**config.mk**
```make
export PLATFORM = sky130hd
export DESIGN_NAME = chrono_counter
export DESIGN_NICKNAME = d
export VERILOG_FILES = /design/src/rtl/chrono_counter.sv
export SDC_FILE = /design/constraint.sdc
export NUM_CORES = 1
export LEC_CHECK = 0
export ABC_AREA = 1
export CORE_MARGIN = 10
export CORE_UTILIZATION = 35
export DETAILED_ROUTE_END_ITERATION = 8
export SYNTH_ARGS = -nofsm -noshare
export SYNTH_HDL_FRONTEND = slang
export SYNTH_SLANG_ARGS = --single-unit
```
**constraint.sdc**
```tcl
create_clock -name clk -period 1.3 [get_ports clk]
set_input_delay 0.26 -clock clk [delete_from_list [all_inputs] [get_ports clk]]
set_output_delay 0.26 -clock clk [all_outputs]
set_load 0.01 [all_outputs]
```
**src/rtl/chrono_counter.sv**
```systemverilog
// rtl/chrono_counter.sv - stopwatch time base: centisecond prescaler, SS.cc BCD count, run/pause/clear/lap control
module chrono_counter #(
    parameter int unsigned CLK_HZ  = 100_000_000,
    parameter int unsigned TICK_HZ = 100
) (
    input  logic        clk,
    input  logic        rst,
    input  logic        start_stop,
    input  logic        clear,
    input  logic        lap,
    output logic [15:0] data,
    output logic        running,
    output logic        lap_active,
    output logic        wrap
);
    localparam int unsigned DIV = CLK_HZ / TICK_HZ;
    localparam int unsigned PW  = $clog2(DIV);

    typedef enum logic [1:0] {
        S_IDLE  = 2'd0,
        S_RUN   = 2'd1,
        S_PAUSE = 2'd2
    } state_t;

    state_t        r_state;
    state_t        w_next;
    logic [PW-1:0] r_presc;
    logic [3:0]    r_s1, r_s0, r_c1, r_c0;
    logic [15:0]   r_lap;
    logic          r_hold;
    logic          r_wrap;

    logic [15:0]   w_count;
    logic          w_in_run;
    logic          w_in_pause;
    logic          w_clear_now;
    logic          w_presc_last;
    logic          w_tick;
    logic          w_wrap_now;

    assign w_count      = {r_s1, r_s0, r_c1, r_c0};
    assign w_in_run     = (r_state == S_RUN);
    assign w_in_pause   = (r_state == S_PAUSE);
    assign w_clear_now  = w_in_pause && clear;
    assign w_presc_last = (r_presc == PW'(DIV - 1));
    assign w_tick       = w_in_run && w_presc_last;
    assign w_wrap_now   = w_tick && (w_count == 16'h5999);

    always_ff @(posedge clk) begin
        if (rst) begin
            r_state <= S_IDLE;
        end else begin
            r_state <= w_next;
        end
    end

    // clear takes priority over start_stop while paused
    always_comb begin
        w_next = r_state;
        case (r_state)
            S_IDLE:  if (start_stop) w_next = S_RUN;
            S_RUN:   if (start_stop) w_next = S_PAUSE;
            S_PAUSE: begin
                if (clear)           w_next = S_IDLE;
                else if (start_stop) w_next = S_RUN;
            end
            default: w_next = S_IDLE;
        endcase
    end

    always_comb begin
        running    = w_in_run;
        lap_active = r_hold;
        wrap       = r_wrap;
        data       = r_hold ? r_lap : w_count;
    end

    always_ff @(posedge clk) begin
        if (rst) begin
            r_presc <= '0;
            r_s1    <= 4'd0;
            r_s0    <= 4'd0;
            r_c1    <= 4'd0;
            r_c0    <= 4'd0;
            r_wrap  <= 1'b0;
        end else begin
            r_wrap <= w_wrap_now;
            if (w_clear_now) begin
                r_presc <= '0;
                r_s1    <= 4'd0;
                r_s0    <= 4'd0;
                r_c1    <= 4'd0;
                r_c0    <= 4'd0;
            end else if (w_in_run) begin
                r_presc <= w_presc_last ? '0 : r_presc + PW'(1);
                // ripple carry C0 -> C1 -> S0 -> S1, S1 rolls over after 5
                if (w_tick) begin
                    if (r_c0 == 4'd9) begin
                        r_c0 <= 4'd0;
                        if (r_c1 == 4'd9) begin
                            r_c1 <= 4'd0;
                            if (r_s0 == 4'd9) begin
                                r_s0 <= 4'd0;
                                r_s1 <= (r_s1 == 4'd5) ? 4'd0 : r_s1 + 4'd1;
                            end else begin
                                r_s0 <= r_s0 + 4'd1;
                            end
                        end else begin
                            r_c1 <= r_c1 + 4'd1;
                        end
                    end else begin
                        r_c0 <= r_c0 + 4'd1;
                    end
                end
            end
        end
    end

    // lap captures the pre-increment count only while running; pause may only release
    always_ff @(posedge clk) begin
        if (rst) begin
            r_hold <= 1'b0;
            r_lap  <= 16'h0000;
        end else if (w_clear_now) begin
            r_hold <= 1'b0;
        end else if (w_in_run && lap) begin
            if (!r_hold) begin
                r_lap  <= w_count;
                r_hold <= 1'b1;
            end else begin
                r_hold <= 1'b0;
            end
        end else if (w_in_pause && lap) begin
            r_hold <= 1'b0;
        end
    end
endmodule

```
==> run metrics <==
result of the run=complete, but fails checks; violations in the final reports=setup timing; first-pass GRT wire length=14,020 um; highest clock frequency the design can meet=667.7 MHz; sequential area share after synthesis=38.64%; commonest non-fill, non-tap cells in the layout=106 x buf_4, 74 x nand2_1, 52 x nor2_1; Placed Cells=658; Syn. warnings=0; area used by sequential logic in the layout=1152 um2; buffer depth of the longest clock path=2; Crit Path Category=reg -> out; Clock Root Buffer=clkbuf_8; library cells used by synthesis=31; core area=8134 um2; layout net count=591; number of iterations in the first detailed-routing pass=4; via count of the first global-routing pass=3,056; Tot GR Track Use=13.14%; internal power contribution=0.002324 W; leakage power=2.061 nW; clock sinks=56; H-tree depth=2; Finished Core Util=60.98%; setup repair after global routing missed its margin=true; number of flip-flops and latches in the synthesized netlist=56; minimum period implied by the final worst setup slack=1.498 ns; synthesis-to-layout area growth=70.94%; top-level port count=24; Critical Path Start Type=flip-flop; number of cells in the finished layout apart from fillers=691; CTS tree=built; relative max-transition margin=78.93%; height of the die=111.1 um; class of the tightest hold or removal check=reg -> reg; Routed Antenna Nets=0; largest net degree at the start of global routing=20; weighted congestion reported at the end of routability-driven placement=0.8263; Worst Tran Pin Value=0.3160 ns; Cell Area, Synth=2902 um2; Max Slew Vio Count=0; Post-DP HPWL=5917 um; area of the die=12,330 um2; overall overflow remaining after global route=0; sort of element at the end of the critical path=output pin; final critical-path share of the clock period=115.2%; Clk Latency, worst-skew pair=0.32 ns; count of mapped cells out of synthesis=444; Post-Route WL=9313 um; proportion of power drawn by flip-flops and latches=54.7%; DRC violation count after routing=0; DR vias/cell=4.861; number of synthesized flops with an enable pin=0; Clock Pin Slew Worst Setup and Hold Paths=0.11 ns; fraction of power consumed by the clock network=31.3%; final hold violations=0; critical path data required time=1.04 ns; peak supply drop=0.0004875 V; final worst clock skew=0.007834 ns; count of hold buffers inserted by post-cts repair=0; Avg WL per Cell=13.48 um; Logic pwr share=14.0%; net switching share of the total power=27.26%; WP data arrival=1.24 ns; final-layout fill cell count=682; Cell Pwr Density=644.2 nW/um2; total clock buffers created by CTS=5; chip width=111.1 um; Buffers on Ports=23; antenna violations before repair=0; cell breakdown of the critical path=clkbuf_16 -> nand2_1 -> o21ai_2 -> buf_2; setup-violating endpoint count in the final report=56; setup slack after layout=-0.1976 ns; Primary FF master, synth=dfxtp_1; cell row count=33; commonest non-fill, non-tap cell in the layout=buf_4; # Max-Cap Violations=0; post-synth net total=450; starting utilization of the core area=35.67%; power consumption=0.003195 W; async set or reset register ratio after synthesis=0%; fraction of layout instances using a drive strength above 1=51.37%; area used by multi-input combinational logic=2105 um2; peak per-stage delay on the critical path=0.45 ns; diode count=0; switching power=0.0008709 W; sum of negative setup slack=-5.988 ns; cell type of the slowest stage on the worst timing path=dfxtp_4; detailed router's first-iteration violation count=143; Worst Path Max Fanout=8; per-instance average area after synthesis=6.535 um2; vias post-DR=3,359
==> stage by stage <==
stage / setup slack [ns] / hold slack (ns) / instance area, um2
after floorplan: -0.007847 / 0.3687 / 2942
after global placement: -0.2465 / 0.4510 / 4006
after detailed placement: -0.3215 / 0.4551 / 4006
after CTS: -0.1535 / 0.4718 / 4327
after global routing: -0.2604 / 0.4876 / 4960
final: -0.1976 / 0.4739 / 4960
==> path summary, 6_finish.rpt <==
kind                            from                    end  slack [ns]  depth (start not counted)
min reg2reg    r_lap[0]$_SDFFE_PP0P_  r_lap[0]$_SDFFE_PP0P_        0.47                          2
max reg2reg  r_presc[1]$_SDFFE_PP0N_   r_s0[2]$_SDFFE_PP0P_       -0.16                         10
max          lap_active$_SDFFE_PP0P_                data[7]       -0.20                          4
min            r_lap[0]$_SDFFE_PP0P_  r_lap[0]$_SDFFE_PP0P_        0.47                          2
==> layer usage <==
metal	wire [um]	track usage, %	vias up
li1	-	-	1701
met1	4080	15.40	1598
met2	4877	23.51	50
met3	215	2.219	10
met4	140	4.370	0
met5	0	0	-
==> power groups by stage <==
stage	registers [W]	logic, W	clock network, W
2_1_floorplan	0.00178	0.000125	0
3_3_place_gp	0.00178	0.000257	0
3_5_place_dp	0.00178	0.000261	0
4_1_cts	0.00175	0.000317	0.00103
5_1_grt	0.00175	0.000470	0.00109
6_report	0.00175	0.000446	0.00100
==> registers in the layout, indices dropped and copies added (netlist names) <==
name,cells
r_s1,4
r_presc,20
r_state,2
r_c0,4
r_c1,4
r_lap,16
wrap,1
r_s0,4
lap_active,1
==> worst max-delay path: cells and delay by family (launching register included) <==
kind,cells,cell delay [ns]
compound gates,1,0.07
buf+inv,2,0.33
flops,1,0.45
simple gates,1,0.07
==> final cells by class <==
cell class | count | area share [%]
Sequential cell | 56 | 23.23
Tap cell | 105 | 2.649
Multi-Input combinational cell | 323 | 42.43
Inverter | 53 | 4.213
Timing Repair Buffer | 146 | 25.68
Clock inverter | 2 | 0.3280
Clock buffer | 6 | 1.463
==> what timing repair did <==
action,4_1_cts,5_1_grt
gates resized for setup,167,118
pin swaps,30,43
setup buffers,4,17
setup endpoints to repair,70,71
cloned,2,2
==> logic make-up (layout without fill, tap and decap cells) <==
family,Yosys count,count (layout),share of synthesized area [%]
fa+ha+maj,1,1,0.4312
buf+inv,66,207,8.667
simple gates,247,248,37.43
xor+xnor,12,12,3.622
compound gates,62,62,11.21
flops,56,56,38.64
==> synth_stat cells (3+ instances only) <==
library cell	count	area [um2]
dfxtp_1	56	1121
inv_2	6	22.52
clkbuf_1	9	33.78
buf_2	3	15.01
nor2_2	6	37.54
nand3_1	38	190.2
a21oi_1	30	150.1
o21ai_0	26	130.1
xor2_1	11	96.34
nand2_2	5	31.28
inv_1	47	176.4
nand2_1	108	405.4
nor2_1	69	259.0
nor3_1	8	40.04
nand4_1	6	37.54
(Power assumes the default switching activity.)
